## config.mk

```make
export PLATFORM = sky130hd
export DESIGN_NAME = puf_scan_ctrl
export DESIGN_NICKNAME = d
export VERILOG_FILES = /design/src/rtl/puf_pkg.sv /design/src/rtl/puf_maj_vote.sv /design/src/rtl/puf_scan_ctrl.sv
export SDC_FILE = /design/constraint.sdc
export NUM_CORES = 1
export LEC_CHECK = 0
export CORE_ASPECT_RATIO = 1.1
export CORE_MARGIN = 3
export CORE_UTILIZATION = 52
export DETAILED_ROUTE_END_ITERATION = 10
export GPL_TIMING_DRIVEN = 0
export HOLD_SLACK_MARGIN = 0.15
export PLACE_DENSITY = 0.77
export RECOVER_POWER = 100
export SLEW_MARGIN = 20
export SYNTH_ARGS = -nofsm -noshare
export SYNTH_HDL_FRONTEND = slang
export SYNTH_HIERARCHICAL = 1
export SYNTH_SLANG_ARGS = --single-unit
```

## constraint.sdc

```tcl
create_clock -name i_Clk -period 2.63 [get_ports i_Clk]
set_clock_uncertainty 0.05 [all_clocks]
set_input_delay 0.526 -clock i_Clk [delete_from_list [all_inputs] [get_ports i_Clk]]
set_output_delay 0.526 -clock i_Clk [all_outputs]
set_load 0.005 [all_outputs]
```

## src/rtl/puf_pkg.sv

```systemverilog
// Shared constants and types for the PUF scan controller.
// Cell count, select width and scan-state encoding.
package puf_pkg;

    localparam int unsigned CELL_NUM = 128;
    localparam int unsigned SEL_W    = 7;

    typedef enum logic [1:0] {
        ST_IDLE,
        ST_SETTLE,
        ST_SAMPLE,
        ST_DONE
    } scan_state_t;

endpackage

```

## src/rtl/puf_maj_vote.sv

```systemverilog
// Majority voter for one PUF cell.
// Counts samples and ones, reports the decision on the last sample.
module puf_maj_vote #(
    parameter int unsigned VOTES = 3
) (
    input  logic i_Clk,
    input  logic i_Rst_n,
    input  logic i_Clr,
    input  logic i_En,
    input  logic i_Bit,
    output logic o_Cnt_done,
    output logic o_Result
);

    localparam logic [2:0] LAST = 3'(VOTES - 1);
    localparam logic [3:0] HALF = 4'(VOTES / 2);

    logic [2:0] n_cnt;
    logic [3:0] ones;
    logic [3:0] ones_nxt;

    assign ones_nxt   = ones + {3'b000, i_Bit};
    assign o_Cnt_done = i_En && (n_cnt == LAST);
    assign o_Result   = ones_nxt > HALF;

    // Sample and ones counters; self-clear after the last vote
    always_ff @(posedge i_Clk or negedge i_Rst_n) begin
        if (!i_Rst_n) begin
            n_cnt <= '0;
            ones  <= '0;
        end else if (i_Clr) begin
            n_cnt <= '0;
            ones  <= '0;
        end else if (i_En) begin
            if (n_cnt == LAST) begin
                n_cnt <= '0;
                ones  <= '0;
            end else begin
                n_cnt <= n_cnt + 3'd1;
                ones  <= ones_nxt;
            end
        end
    end

endmodule

```

## src/rtl/puf_scan_ctrl.sv

```systemverilog
// PUF array scan controller.
// Walks all cells, settles each, majority-votes its bit.
module puf_scan_ctrl
    import puf_pkg::*;
#(
    parameter int unsigned SETTLE_CYC = 16,
    parameter int unsigned VOTES      = 3
) (
    input  logic                i_Clk,
    input  logic                i_Rst_n,
    input  logic                i_Start,
    input  logic                i_Abort,
    input  logic                i_Bit,
    output logic [SEL_W-1:0]    o_Sel,
    output logic                o_En,
    output logic                o_Busy,
    output logic                o_Done,
    output logic                o_Valid,
    output logic [CELL_NUM-1:0] o_Resp
);

    generate
        if (SETTLE_CYC < 2 || SETTLE_CYC > 255) begin : g_bad_settle
            $error("SETTLE_CYC must be 2..255");
        end
        if (VOTES < 1 || VOTES > 7 || (VOTES % 2) == 0) begin : g_bad_votes
            $error("VOTES must be odd, 1..7");
        end
    endgenerate

    localparam logic [7:0] SETTLE_LAST = 8'(SETTLE_CYC - 1);
    localparam logic [SEL_W-1:0] IDX_LAST = SEL_W'(CELL_NUM - 1);

    scan_state_t         state;
    scan_state_t         nxt;
    logic [7:0]          cnt;
    logic [SEL_W-1:0]    idx;
    logic [1:0]          sync;
    logic [CELL_NUM-1:0] resp;
    logic                valid;

    logic accept;
    logic abort;
    logic settle_end;
    logic busy;
    logic last_cell;
    logic vote_en;
    logic vote_clr;
    logic vote_done;
    logic vote_res;

    assign busy      = (state == ST_SETTLE) || (state == ST_SAMPLE);
    assign last_cell = (idx == IDX_LAST);
    assign vote_en   = (state == ST_SAMPLE);
    assign vote_clr  = accept || abort;

    assign o_Sel   = busy ? idx : '0;
    assign o_En    = busy;
    assign o_Busy  = busy;
    assign o_Done  = (state == ST_DONE);
    assign o_Valid = valid;
    assign o_Resp  = resp;

    puf_maj_vote #(
        .VOTES(VOTES)
    ) u_vote (
        .i_Clk      (i_Clk),
        .i_Rst_n    (i_Rst_n),
        .i_Clr      (vote_clr),
        .i_En       (vote_en),
        .i_Bit      (sync[1]),
        .o_Cnt_done (vote_done),
        .o_Result   (vote_res)
    );

    // Next-state and scan control strobes
    always_comb begin
        nxt        = state;
        accept     = 1'b0;
        abort      = 1'b0;
        settle_end = 1'b0;
        unique case (state)
            ST_IDLE: begin
                if (i_Start) begin
                    nxt    = ST_SETTLE;
                    accept = 1'b1;
                end
            end
            ST_SETTLE: begin
                if (i_Abort) begin
                    nxt   = ST_IDLE;
                    abort = 1'b1;
                end else if (cnt == SETTLE_LAST) begin
                    nxt        = ST_SAMPLE;
                    settle_end = 1'b1;
                end
            end
            ST_SAMPLE: begin
                if (i_Abort) begin
                    nxt   = ST_IDLE;
                    abort = 1'b1;
                end else if (vote_done) begin
                    nxt = last_cell ? ST_DONE : ST_SETTLE;
                end
            end
            ST_DONE: nxt = ST_IDLE;
            default: nxt = ST_IDLE;
        endcase
    end

    // State register
    always_ff @(posedge i_Clk or negedge i_Rst_n) begin
        if (!i_Rst_n) state <= ST_IDLE;
        else          state <= nxt;
    end

    // Two-flop synchronizer for the asynchronous cell bit
    always_ff @(posedge i_Clk or negedge i_Rst_n) begin
        if (!i_Rst_n) sync <= 2'b00;
        else          sync <= {sync[0], i_Bit};
    end

    // Settle counter and cell index; index stops at the last cell
    always_ff @(posedge i_Clk or negedge i_Rst_n) begin
        if (!i_Rst_n) begin
            cnt <= '0;
            idx <= '0;
        end else if (accept || abort) begin
            cnt <= '0;
            idx <= '0;
        end else if (state == ST_SETTLE) begin
            cnt <= settle_end ? 8'd0 : cnt + 8'd1;
        end else if (vote_en && vote_done && !last_cell) begin
            idx <= idx + 1'b1;
        end
    end

    // Response assembly and valid flag
    always_ff @(posedge i_Clk or negedge i_Rst_n) begin
        if (!i_Rst_n) begin
            resp  <= '0;
            valid <= 1'b0;
        end else if (accept || abort) begin
            resp  <= '0;
            valid <= 1'b0;
        end else if (vote_en && vote_done) begin
            resp[idx] <= vote_res;
            if (last_cell) valid <= 1'b1;
        end
    end

endmodule

```

; ---- Yosys cells after proc, flatten, opt, wreduce, memory -nomap -nowiden
; Cells that the tools add are included.
[totals]
regBits = 155
wordCells = 77
ramBits = 0
mem_count = 0
latchBits = 0
out_inout_bits = 139
input_bits = 5
rom_bits = 0
[classes]
shifts = 0
magnitude_cmp = 3
muxes = 35
add_sub_neg = 4
n_reduce_logical = 17
eq_ne = 10
n_div = 0
n_mul = 0
n_bitwise = 0
[op_table]
columns = cell, n
row1 = $mux 128, 2
row2 = $bwmux 128, 1
row3 = $mux 7, 4
row4 = $mux 8, 3
row5 = $mux 2, 6
row6 = $mux 4, 3
row7 = $mux 1, 11
row8 = $reduce_bool 2->1, 5
row9 = $mux 3, 3
row10 = $add 8x1->8 const B, 1
row11 = $eq 8x4->1 const B, 1
row12 = $lt 7x8->1 const B, 1
row13 = $pmux 2 s4, 1
row14 = $add 7x1->7 const B, 1
row15 = $demux 1 s7, 1
row16 = $eq 7x7->1 const B, 1
row17 = $ge 7x1->1 const B, 1
row18 = $add 4x1->4, 1
row19 = $eq 2x2->1 const B, 2
row20 = $gt 4x1->1 const B, 1
row21 = $logic_and 1x1->1, 4
row22 = $reduce_and 2->1, 2
row23 = $add 3x1->3 const B, 1
row24 = $eq 3x2->1 const B, 1
row25 = 10 further kinds, 11

; ---- Depth between registers and ports, before layout
; Gate-level depths: netlist (run 1).
[depth]
depth_word = 7
ltp_mapped = 9
mapped_depth_nobuf = 7

; ---- Cells and area by module
; Netlist (run 1), hierarchy kept.
[by_module_without_submodules]
columns = mod, n_inst, area_each_um2, seq_area_each_um2, cells_per_inst
row1 = puf_scan_ctrl, 1, 6946.7, 3703.6, 753
row2 = puf_maj_vote, 1, 380.4, 175.2, 33

; ---- Least setup slack after synthesis (run 1)
; Ideal clock, no wire load.
[synth_path]
kind = register to register
startpoint = register state[0]
endpoint = register u_vote.n_cnt[0]
stages_incl_launch_ff = 9
arrival_ns = 2.062
synth_period_minus_slack_ns = 2.177
setup_slack_ns = 0.453
setup_ns = 0.065
path_buffers = 2
required_ns = 2.515
path_cell_list = dfrtp_1 inv_1 ha_1 a22oi_1 inv_1 clkbuf_1 buf_2 nor3b_2 mux2_2
[synth_between]
elab_chain_len = 5
elab_cells_between_ends = 9
cone_classes = eq/ne: 2 / mux: 3 / reduce/logical: 4
[synth_lines]
columns = element, line
row1 = "start, declared", puf_scan_ctrl.sv:34  ; scan_state_t state;
row2 = "start signal, assigned", puf_scan_ctrl.sv:114  ; else state <= nxt;
row3 = $eq 2x1->1 or $eq 2x2->1 (tied branches), puf_scan_ctrl.sv:82  ; unique case (state)
row4 = $reduce_or 2->1 (no source line), --
row5 = $mux 1, --
row6 = $logic_or 1x1->1 *, puf_scan_ctrl.sv:55  ; assign vote_clr = accept || abort;
row7 = named net vote_clr, puf_scan_ctrl.sv:48  ; logic vote_clr;
row8 = $mux 3 or $reduce_bool 2->1 (tied branches), --
row9 = "end signal, assigned", puf_maj_vote.sv:39  ; n_cnt <= n_cnt + 3'd1;
row10 = "end, declared", puf_maj_vote.sv:18  ; logic [2:0] n_cnt;
; The timed path passes the listed nets; every way through them passes the cells marked *.
; A chain may end at the register's enable or synchronous reset.

; ---- Final worst setup path (run 1)
[layout_path]
startpoint = register state[1]
endpoint = output o_Sel[1]
[layout_between]
elab_chain_len = 3
elab_cells_between_ends = 4
cone_classes = eq/ne: 2 / mux: 1 / reduce/logical: 1
[layout_lines]
columns = element, line
row1 = $eq 2x1->1 or $eq 2x2->1 (tied branches), puf_scan_ctrl.sv:52  ; assign busy = (state == ST_SETTLE) || (state == ST_SAMPLE);
row2 = $logic_or 1x1->1 *, puf_scan_ctrl.sv:52
row3 = $mux 7 *, puf_scan_ctrl.sv:57  ; assign o_Sel = busy ? idx : '0;
row4 = "end, declared", puf_scan_ctrl.sv:14  ; output logic [SEL_W-1:0] o_Sel,
; Every way passes the cells marked *; elsewhere a longest branch is shown, timed or not.

==> reports/qor.csv, run 1 <==
stage;metric;value;unit
timing;Final Hold Fails;0;
route;Avg WL per Cell;21.1;um
timing;Least-Margin Pin Slew;1570;ps
yosys;mapped cell area;7330;sq um
yosys;prevailing post-synth register cell;dfrtp_1;
grt;M1 GR Usage;39.2;%
final_layout;area of the multi-input gates;3240;sq um
yosys;Yosys reg bits;155;
final_layout;# diodes;0;
grt;GR Util met3;7.53;%
timing;maximum clock rate;380;MHz
timing;Final Max Tran Viols;63;
setup_path;crit path max fanout;10;
floorplan;# IOs;144;
final_layout;P&R area growth vs syn;33.5;%
min_path;HP Start;sync[0];
yosys;syn_nets;800;
place;DPL Wire Length;16.4;mm
setup_path;CP Data Arrival Time;2060;ps
min_path;Hold Crit Depth;0;
timing;final setup vio count;1;
grt;global route overflow;0;
setup_path;Worst R2R Setup Slack;30;ps
final_layout;FILL cells;1012;
grt;initial antenna violation count;0;
final_layout;nets;969;
timing;Slew headroom;-4.61;%
setup_path;Crit Reg-Reg Endpoint;o_Resp[32];
setup_path;FF-to-FF path depth;9;
outcome;failing checks;capacitance limit, slew limit, setup timing;
grt;met2 Use GR;49.7;%
yosys;yosys warns;6;
clocking;CTS Buf Count;17;
grt;largest net degree at the start of global routing;94;
setup_path;Startpoint Class;flop;
setup_path;WS Path Type;flop to output port;
route;Post-Route WL;24.2;mm
place;IO Port Bufs;143;
place;RD Place Congestion;0.911;
route;first drt pass iteration count;6;
route;via count;7344;
grt;GRT Util Overall;30.7;%
pwr;maximum vdd ir drop;0.489;mV
yosys;fraction of registers with async set/reset;100;%
final_layout;FF/Latch Area;3880;sq um
outcome;status;finished, violations left;
final_layout;share of post-route cells with drive strength above 1;11.0;%
yosys;Mapped Cells;786;
clocking;Sink Count;155;
yosys;Distinct cells, synth;51;
pwr;PwrDens;643;nW/um^2
grt;vias in the first global route;6977;
grt;most crowded layer after global routing;met2;
clocking;CTS root buf;clkbuf_16;
clocking;clock-pin slew on the worst setup and hold paths;60;ps
timing;slack of the critical path;-3.01;ps
setup_path;Critical Path RT;2050;ps
floorplan;core area;13500;sq um
yosys;Seq/Total Area, Yosys;52.9;%
pwr;Leak;4.39;nW
floorplan;row cnt;44;
floorplan;Die X;119;um
route;vias per std cell;6.39;
place;dpl ws;-281;ps
setup_path;r2r startpoint;state[0];
floorplan;die area;15600;sq um
yosys;Post-synth EDFFs;0;
setup_path;crit end category;output port;
timing;Period Utilization, post-route;100;%
timing;RSZ-0062 raised after global routing;yes;
route;initial DRC count;1075;
floorplan;Initial Utilization;54.3;%
min_path;WHS Endpoint;sync[1];
clocking;CTS max path bufs;2;
floorplan;Die Y;130;um
clocking;H-tree depth;4;
route;Routed Antenna Nets;0;
clocking;CTS tree;done;
job;max-cap check violation count;1;
grt;first-pass GRT wire length;37.2;mm
route;drt drc;0;
yosys;Post-Syn Area per Cell;9.32;sq um
pwr;Tot Pwr;6.29;mW
min_path;Hold Crit Class;flop to flop;
clocking;clk_lat worst skew;430;ps
timing;Period minus WS final;2630;ps
flip-flops by register name, summed over array words and instances (netlist names):
name          flops
sync              2
u_vote/n_cnt      3
u_vote/ones       4
idx               7
o_Valid           1
o_Resp          128
cnt               8
state             2
layer usage:
layer / vias up / part of all wire, %
met1: 3577 / 37
li1: 3164 / -
met5: - / 0
met4: 0 / 4.0
met3: 87 / 11
met2: 516 / 47
critical path, cell delays in order, from the launching register on:
cell	delay, ps
dfrtp_1	410
inv_1	110
ha_2	440
and2_1	160
clkdlybuf4s50_1	510
cells in the mapped netlist, drive strengths merged, types with 3 or more instances:
library cell | instances | area share [%]
a21oi | 126 | 8.6
a22o | 3 | 0.41
and2 | 9 | 0.79
buf | 27 | 2.0
clkbuf | 33 | 1.7
dfrtp | 155 | 53
ha | 9 | 1.5
inv | 5 | 0.26
mux2 | 3 | 0.46
mux2i | 8 | 1.1
nand2 | 30 | 1.5
nand2b | 10 | 0.85
nand3 | 134 | 9.2
nand3b | 4 | 0.58
nand4 | 5 | 0.43
nor2 | 37 | 2.0
nor2b | 7 | 0.60
nor3 | 18 | 1.6
o21ai | 128 | 8.8
xnor2 | 6 | 0.72
xor2 | 5 | 0.60
stage by stage:
step                utilization, %  hold WS, ps  instances  cell area (sq um)  TNS [ps]
global placement              66.6          288       1113               8990   -774130
detailed placement            66.9          291       1114               9020     -9780
global route                  72.5          318       1149               9780     -1790
finish                        72.5          304       1149               9780     -3.01
floorplan                        -          180        786               7330         0
CTS                           71.9          304       1144               9700         0
cell usage in the layout (no fill, tap or decap), drive strengths merged, types with 2 or more instances in the layout:
cell type,count
a21oi,126
a22o,3
a41oi,2
and2,9
and3b,2
buf,36
bufinv,5
clkbuf,51
clkdlybuf4s50,11
clkinv,4
dfrtp,155
dlygate4sd3,132
ha,9
inv,5
mux2,3
mux2i,8
nand2,30
nand2b,10
nand3,134
nand3b,4
nand4,5
nor2,37
nor2b,7
nor3,18
nor3b,2
nor4,2
o21ai,128
or3,2
xnor2,6
xor2,5
cell type report:
cell class / count / area share (%)
Timing Repair Buffer: 150 / 15.3
Inverter: 5 / 0.192
Tap cell: 184 / 2.35
Buffer: 60 / 3.07
Multi-Input combinational cell: 566 / 33.1
Clock buffer: 20 / 4.67
Clock inverter: 9 / 1.74
Sequential cell: 155 / 39.6
cells by family (layout without fill, tap and decap cells):
family | count (synthesis) | after routing | synth area share, %
flip-flops | 155 | 155 | 52.9
XOR/XNOR | 11 | 11 | 1.31
adder cells (fa/ha/maj) | 9 | 9 | 1.54
AO/OA/AOI/OAI | 269 | 269 | 19.6
AND/OR/NAND/NOR | 266 | 266 | 19.1
buffers and inverters | 65 | 244 | 3.93
multiplexers | 11 | 11 | 1.55
where the power goes:
part           switching, mW  leakage [nW]  internal (mW)
Clock                  0.941         0.311           1.71
Sequential            0.0401          2.16           2.43
Combinational          0.859          1.92          0.317
Total                   1.84          4.39           4.45
repair_timing:
action / CTS / global route
setup buffers: 0 / 5
hold endpoints to repair: 62 / 0
endpoints found under the setup margin: 89 / 127
gates resized for setup: 18 / 31
hold buffers: 1 / 0
pin swaps: 0 / 2
worst max-delay path by stage:
stage	start	to	slack [ps]	cells past startpoint
5_1_grt	state[0]	o_Sel[2]	-90	4
3_3_place_gp	i_Rst_n	o_Resp[98]	-4970	1
6_report	state[1]	o_Sel[1]	-3	4
4_1_cts	state[1]	o_Sel[1]	0.2	4
2_1_floorplan	state[0]	u_vote/n_cnt[0]	450	8
3_5_place_dp	i_Abort	u_vote/n_cnt[0]	-280	7
Note: power is estimated with default switching activity, not from simulation.
==> run 2: changes to the inputs <==
--- a/config.mk
+++ b/config.mk
@@ -5,12 +5,14 @@
 export SDC_FILE = /design/constraint.sdc
 export NUM_CORES = 1
 export LEC_CHECK = 0
+export CAP_MARGIN = 20
 export CORE_ASPECT_RATIO = 1.1
 export CORE_MARGIN = 3
 export CORE_UTILIZATION = 52
 export DETAILED_ROUTE_END_ITERATION = 10
 export GPL_TIMING_DRIVEN = 0
 export HOLD_SLACK_MARGIN = 0.15
+export MAX_ROUTING_LAYER = met4
 export PLACE_DENSITY = 0.77
 export RECOVER_POWER = 100
 export SLEW_MARGIN = 20
==> run 2 against run 1 <==
Effect of this change: the flow finishes with violations (capacitance limit, slew limit); power up 0.38%; critical path depth up 5; final cell count unchanged; register-to-register slack better by 40 ps; clock power about the same; hold slack better by 0.72 ps; sequential share of layout area down 0.13 points; first-iteration DRC count down 0.56%; wire length up 0.29%; combinational power about the same; die area unchanged.
==> reports/qor.csv, run 2 (synthesized netlist as in run 1, its figures left out) <==
stage;metric;value;unit;change
outcome;failing checks;capacitance limit, slew limit;;was capacitance limit, slew limit, setup timing
floorplan;Die X;119;um;unchanged
grt;first-pass GRT wire length;37.3;mm;was 37.2 mm
grt;largest net degree at the start of global routing;94;;unchanged
route;vias per std cell;6.37;;was 6.39
setup_path;most used cell, CP;clkbuf_4;;
final_layout;P&R area growth vs syn;34.0;%;was 33.5%
route;Avg WL per Cell;21.1;um;about the same
timing;maximum clock rate;390;MHz;was 380 MHz
clocking;clock-pin slew on the worst setup and hold paths;60;ps;about the same
clocking;H-tree depth;4;;unchanged
pwr;Tot Pwr;6.32;mW;was 6.29 mW
clocking;CTS tree;done;;unchanged
final_layout;flip-flop count of the largest register after layout;128;;unchanged
place;RD Place Congestion;0.927;;was 0.911
final_layout;Final Core Density;72.8;%;was 72.5%
route;via count;7322;;was 7344
final_layout;# diodes;0;;unchanged
place;IO Port Bufs;143;;unchanged
final_layout;share of post-route cells with drive strength above 1;11.5;%;was 11.0%
setup_path;WS Path Type;flop to flop;;was flop to output port
final_layout;most common cell after layout, fill and taps aside;dfrtp_1;;unchanged
floorplan;die area;15600;sq um;unchanged
timing;Slew headroom;-4.33;%;was -4.61%
floorplan;# IOs;144;;unchanged
timing;Hold Slack;304;ps;about the same
floorplan;row cnt;44;;unchanged
timing;Least-Margin Pin Slew;1560;ps;was 1570 ps
final_layout;final instance count without filler cells;1149;;unchanged
final_layout;commonest non-fill, non-tap cells in the layout;dfrtp_1 (155), nand3_1 (131), dlygate4sd3_1 (131);;was dfrtp_1 (155), dlygate4sd3_1 (132), nand3_1 (131)
pwr;maximum vdd ir drop;0.488;mV;was 0.489 mV
timing;Final Hold Fails;0;;unchanged
timing;Period minus WS final;2560;ps;was 2630 ps
setup_path;Max stage delay on crit path;410;ps;was 510 ps
setup_path;CP Depth;9;;was 4
job;max-cap check violation count;1;;unchanged
clocking;CTS max path bufs;2;;unchanged
place;placed cells;1114;;unchanged
timing;Period Utilization, post-route;97.5;%;was 100%
pwr;Leak;4.39;nW;about the same
timing;RSZ-0062 raised after global routing;yes;;unchanged
clocking;clk_lat worst skew;430;ps;about the same
setup_path;Slowest cell on crit path;dfrtp_1;;was clkdlybuf4s50_1
clocking;CTS Buf Count;17;;unchanged
setup_path;CP Data Arrival Time;2810;ps;was 2060 ps
route;first drt pass iteration count;6;;unchanged
setup_path;FF-to-FF path depth;9;;unchanged
floorplan;core area;13500;sq um;unchanged
route;Post-Route WL;24.3;mm;was 24.2 mm
grt;vias in the first global route;6995;;was 6977
floorplan;Initial Utilization;54.3;%;unchanged
place;DPL Wire Length;16.4;mm;unchanged
setup_path;CP Cell Sequence;inv_1 > ha_2 > and2_2 > clkbuf_4 > and3_2 > nand2_1 > clkbuf_4 > o21ai_0 > a21oi_1;;was inv_1 > ha_2 > and2_1 > clkdlybuf4s50_1
floorplan;Die Y;130;um;unchanged
route;drt drc;0;;unchanged
timing;Final Max Tran Viols;63;;unchanged
grt;initial antenna violation count;0;;unchanged
setup_path;crit end category;flop;;was output port
setup_path;Crit Reg-Reg Endpoint;o_Resp[13];;was o_Resp[32]
route;initial DRC count;1069;;was 1075
setup_path;r2r startpoint;state[0];;unchanged
grt;global route overflow;0;;unchanged
setup_path;critical path's top delay family;simple AND/OR/NAND/NOR gates;;was buffers and inverters
clocking;CTS root buf;clkbuf_16;;unchanged
setup_path;Startpoint Class;flop;;unchanged
timing;Setup TNS;0;ps;was -3.01 ps
setup_path;Worst R2R Setup Slack;70;ps;was 30 ps
setup_path;crit path max fanout;10;;unchanged
final_layout;nets;969;;unchanged
clocking;Sink Count;155;;unchanged
setup_path;Bufs and invs on worst path;3;;was 2
setup_path;Critical Path RT;2870;ps;was 2050 ps
grt;GRT Util Overall;31.7;%;was 30.7%
min_path;Hold Crit Depth;0;;unchanged
min_path;WHS Endpoint;sync[1];;unchanged
min_path;HP Start;sync[0];;unchanged
route;Routed Antenna Nets;0;;unchanged
pwr;PwrDens;644;nW/um^2;was 643 nW/um^2
outcome;status;finished, violations left;;unchanged
min_path;Hold Crit Class;flop to flop;;unchanged
timing;final setup vio count;0;;was 1
[run 2: changes by cell type in the layout (fill, tap and decap cells not counted), moves of 2 or more]
cell / delta
nand2_2: +4
nand2_1: -4
clkbuf_4: +2
buf_2: -2
[run 2: worst reg2reg max path, cell delays in order, from the launching register on]
cell	delay (ps)
dfrtp_1	410
inv_1	170
ha_2	280
and2_2	190
clkbuf_4	210
and3_2	270
nand2_1	210
clkbuf_4	280
o21ai_0	240
a21oi_1	110
[run 2: area by class of cell]
cell class,instances,area [sq um]
sequential,155,3880
fill,1000,3670
multi-input combinational,566,3260
timing repair buffer,150,1490
clock buffer,20,457
buffer,60,308
tap,184,230
clock inverter,9,170
inverter,5,18.8
[run 2: how the worst max path moves through the flow]
stage / from / end
floorplan: state[0] / u_vote/n_cnt[0]
global placement: i_Rst_n / o_Resp[98]
detailed placement: i_Abort / u_vote/n_cnt[0]
CTS: state[1] / o_Sel[1]
global route: state[0] / o_Resp[37]
finish: state[0] / o_Resp[13]
[run 2: routing by layer]
layer	share of wire (%)	wire, um	GRT usage (%)	vias to the layer above
met2	48	11700	49.9	540
li1	-	-	-	3169
met4	3.2	784	14.9	0
met5	0	0	-	-
met3	11	2720	6.97	77
met1	37	9060	39.4	3536
[run 2: power by group]
group / internal (mW) / switching (mW) / leakage [nW]
combinational: 0.337 / 0.864 / 1.93
sequential: 2.43 / 0.0400 / 2.16
clock: 1.71 / 0.940 / 0.311
[run 2: per-stage QoR]
stage | cell area [sq um] | worst slack, ps
2_1_floorplan | 7330 | 453
3_3_place_gp | 8990 | -4970
3_5_place_dp | 9020 | -281
4_1_cts | 9700 | 0.210
5_1_grt | 9820 | -36.5
6_report | 9820 | 66.1
[run 2: what timing repair did]
action	CTS	global route
setup buffers	0	5
pin swaps	0	3
endpoints found under the hold margin	62	0
setup endpoints to repair	89	127
hold buffers	1	0
resized for setup	18	40
cloned	0	0
==> run 3: changes to the inputs <==
--- a/config.mk
+++ b/config.mk
@@ -5,9 +5,8 @@
 export SDC_FILE = /design/constraint.sdc
 export NUM_CORES = 1
 export LEC_CHECK = 0
-export CAP_MARGIN = 20
 export CORE_ASPECT_RATIO = 1.1
-export CORE_MARGIN = 3
+export CORE_MARGIN = 1
 export CORE_UTILIZATION = 52
 export DETAILED_ROUTE_END_ITERATION = 10
 export GPL_TIMING_DRIVEN = 0
==> run 3 against run 2 <==
Effect of this change: the flow now finishes without violations; die area down 6.3%; core utilization fell by 1.7 points; first-iteration DRC count is 7.1% higher; sequential cell count unchanged; sequential power about the same; via count decreased by 2.2%; final cell count grew 0.26%; wire length down 3.6%; highest routed layer unchanged.
==> reports/qor.csv, run 3 (synthesized netlist as in run 1, its figures left out) <==
stage;metric;value;unit;change
route;Avg WL per Cell;20.3;um;was 21.1 um
route;drt drc;0;;unchanged
setup_path;crit path max fanout;10;;unchanged
route;met2 routed WL;11.0;mm;was 11.7 mm
setup_path;Worst R2R Setup Slack;40;ps;was 70 ps
setup_path;WS Path Type;flop to flop;;unchanged
setup_path;FF-to-FF path depth;9;;unchanged
timing;maximum clock rate;386;MHz;was 390 MHz
pwr;Leak;4.37;nW;was 4.39 nW
route;highest metal used;met4;;unchanged
grt;largest net degree at the start of global routing;97;;was 94
timing;RSZ-0062 raised after global routing;yes;;unchanged
job;max-cap check violation count;0;;was 1
timing;Least-Margin Pin Slew;1320;ps;was 1560 ps
setup_path;Crit Reg-Reg Endpoint;o_Resp[22];;was o_Resp[13]
place;IO Port Bufs;143;;unchanged
min_path;HP Start;sync[0];;unchanged
pwr;PwrDens;645;nW/um^2;was 644 nW/um^2
setup_path;crit end category;flop;;unchanged
route;via count;7164;;was 7322
route;met3 routed WL;2.07;mm;was 2.72 mm
timing;Period Utilization, post-route;98.6;%;was 97.5%
setup_path;Critical Path RT;2870;ps;about the same
route;Post-Route WL;23.4;mm;was 24.3 mm
route;vias per std cell;6.22;;was 6.37
clocking;clock-pin slew on the worst setup and hold paths;60;ps;about the same
floorplan;row cnt;45;;was 44
clocking;H-tree depth;4;;unchanged
min_path;Hold Crit Depth;0;;unchanged
route;first drt pass iteration count;7;;was 6
setup_path;r2r startpoint;state[0];;unchanged
floorplan;# IOs;144;;unchanged
final_layout;P&R area growth vs syn;33.8;%;was 34.0%
floorplan;die area;14600;sq um;was 15600 sq um
final_layout;commonest non-fill, non-tap cells in the layout;dfrtp_1 (155), nand3_1 (131), dlygate4sd3_1 (131);;unchanged
final_layout;share of post-route cells with drive strength above 1;11.0;%;was 11.5%
grt;initial antenna violation count;0;;unchanged
place;RD Place Congestion;0.889;;was 0.927
route;Routed Antenna Nets;0;;unchanged
floorplan;Die Y;126;um;was 130 um
clocking;CTS max path bufs;2;;unchanged
grt;first-pass GRT wire length;36.3;mm;was 37.3 mm
min_path;Hold Crit Class;flop to flop;;unchanged
timing;Slew headroom;12.3;%;was -4.33%
setup_path;CP Data Arrival Time;2830;ps;was 2810 ps
route;WL met1;9.44;mm;was 9.06 mm
floorplan;Initial Utilization;53.1;%;was 54.3%
pwr;Tot Pwr;6.32;mW;about the same
timing;final setup vio count;0;;unchanged
final_layout;flip-flop count of the largest register after layout;128;;unchanged
route;initial DRC count;1145;;was 1069
final_layout;cell area after layout;9810;sq um;was 9820 sq um
timing;Period minus WS final;2590;ps;was 2560 ps
setup_path;Startpoint Class;flop;;unchanged
place;DPL Wire Length;15.5;mm;was 16.4 mm
grt;GRT Util Overall;34.1;%;was 31.7%
floorplan;Die X;115;um;was 119 um
place;placed inst area;9030;sq um;was 9020 sq um
place;dpl ws;-295;ps;was -281 ps
grt;global route overflow;0;;unchanged
timing;Hold Slack;308;ps;was 304 ps
timing;Final Hold Fails;0;;unchanged
final_layout;nets;965;;was 969
floorplan;core area;13800;sq um;was 13500 sq um
clocking;clk_lat worst skew;430;ps;about the same
final_layout;most common cell after layout, fill and taps aside;dfrtp_1;;unchanged
min_path;WHS Endpoint;sync[1];;unchanged
pwr;maximum vdd ir drop;0.530;mV;was 0.488 mV
outcome;status;finished, final reports clean;;was finished, violations left
clocking;Sink Count;155;;unchanged
grt;vias in the first global route;6638;;was 6995
timing;Final Max Tran Viols;0;;was 63
clocking;CTS root buf;clkbuf_16;;unchanged
final_layout;# diodes;0;;unchanged
timing;slack of the critical path;37.6;ps;was 66.1 ps
clocking;CTS tree;done;;unchanged
clocking;CTS Buf Count;17;;unchanged
## run 3: changes by cell type in the layout (fill, tap and decap cells not counted), sizes merged
cell and delta:
clkbuf +8, bufinv -1, buf -7, clkinv -1
## run 3: report_power, final
| group | internal, mW | total, mW | switching, mW |
|---|---|---|---|
| clock network | 1.69 | 2.64 | 0.951 |
| logic | 0.337 | 1.22 | 0.885 |
| registers | 2.43 | 2.46 | 0.0384 |
| total | 4.45 | 6.32 | 1.87 |
## run 3: critical path: stages, from the launching register on
cell	delay, ps
dfrtp_1	410
inv_1	170
ha_2	290
and2_2	180
clkbuf_4	200
and3b_2	280
nand3_2	200
clkbuf_4	280
o21ai_0	270
a21oi_1	110
## run 3: area by class of cell
class / instances / area [sq um]
multi-input combinational: 566 / 3270
clock inverter: 7 / 135
tap: 188 / 235
timing repair buffer: 147 / 1470
fill: 1077 / 3990
inverter: 5 / 18.8
buffer: 59 / 305
sequential: 155 / 3880
clock buffer: 25 / 495
## run 3: worst max path at each step
stage                        start  slack [ps]              end
after detailed placement   i_Abort        -290  u_vote/n_cnt[0]
after global placement     i_Rst_n       -5230      o_Resp[103]
after CTS                 state[0]          -5       o_Resp[31]
after global routing      state[0]         -50       o_Resp[46]
after floorplan           state[0]         450  u_vote/n_cnt[0]
final                     state[0]          40       o_Resp[22]
## run 3: metal layers
layer	up-vias	global-route usage, %
li1	3163	-
met1	3475	45.4
met2	441	51.1
met3	85	5.88
met4	0	15.3
met5	-	-
## run 3: repair_timing
item / CTS / global route
setup buffers: 0 / 2
cloned: 0 / 0
pin swaps: 0 / 2
hold buffers: 1 / 0
endpoints found under the setup margin: 74 / 127
hold endpoints to repair: 95 / 0
gates resized for setup: 14 / 46
## run 3: per-stage QoR
stage / util [%] / setup TNS [ps] / cells
4_1_cts: 70.3 / -5.23 / 1150
5_1_grt: 71.1 / -224 / 1152
6_report: 71.1 / 0 / 1152
3_5_place_dp: 65.4 / -13650 / 1118
3_3_place_gp: 65.2 / -821670 / 1117
2_1_floorplan: - / 0 / 786
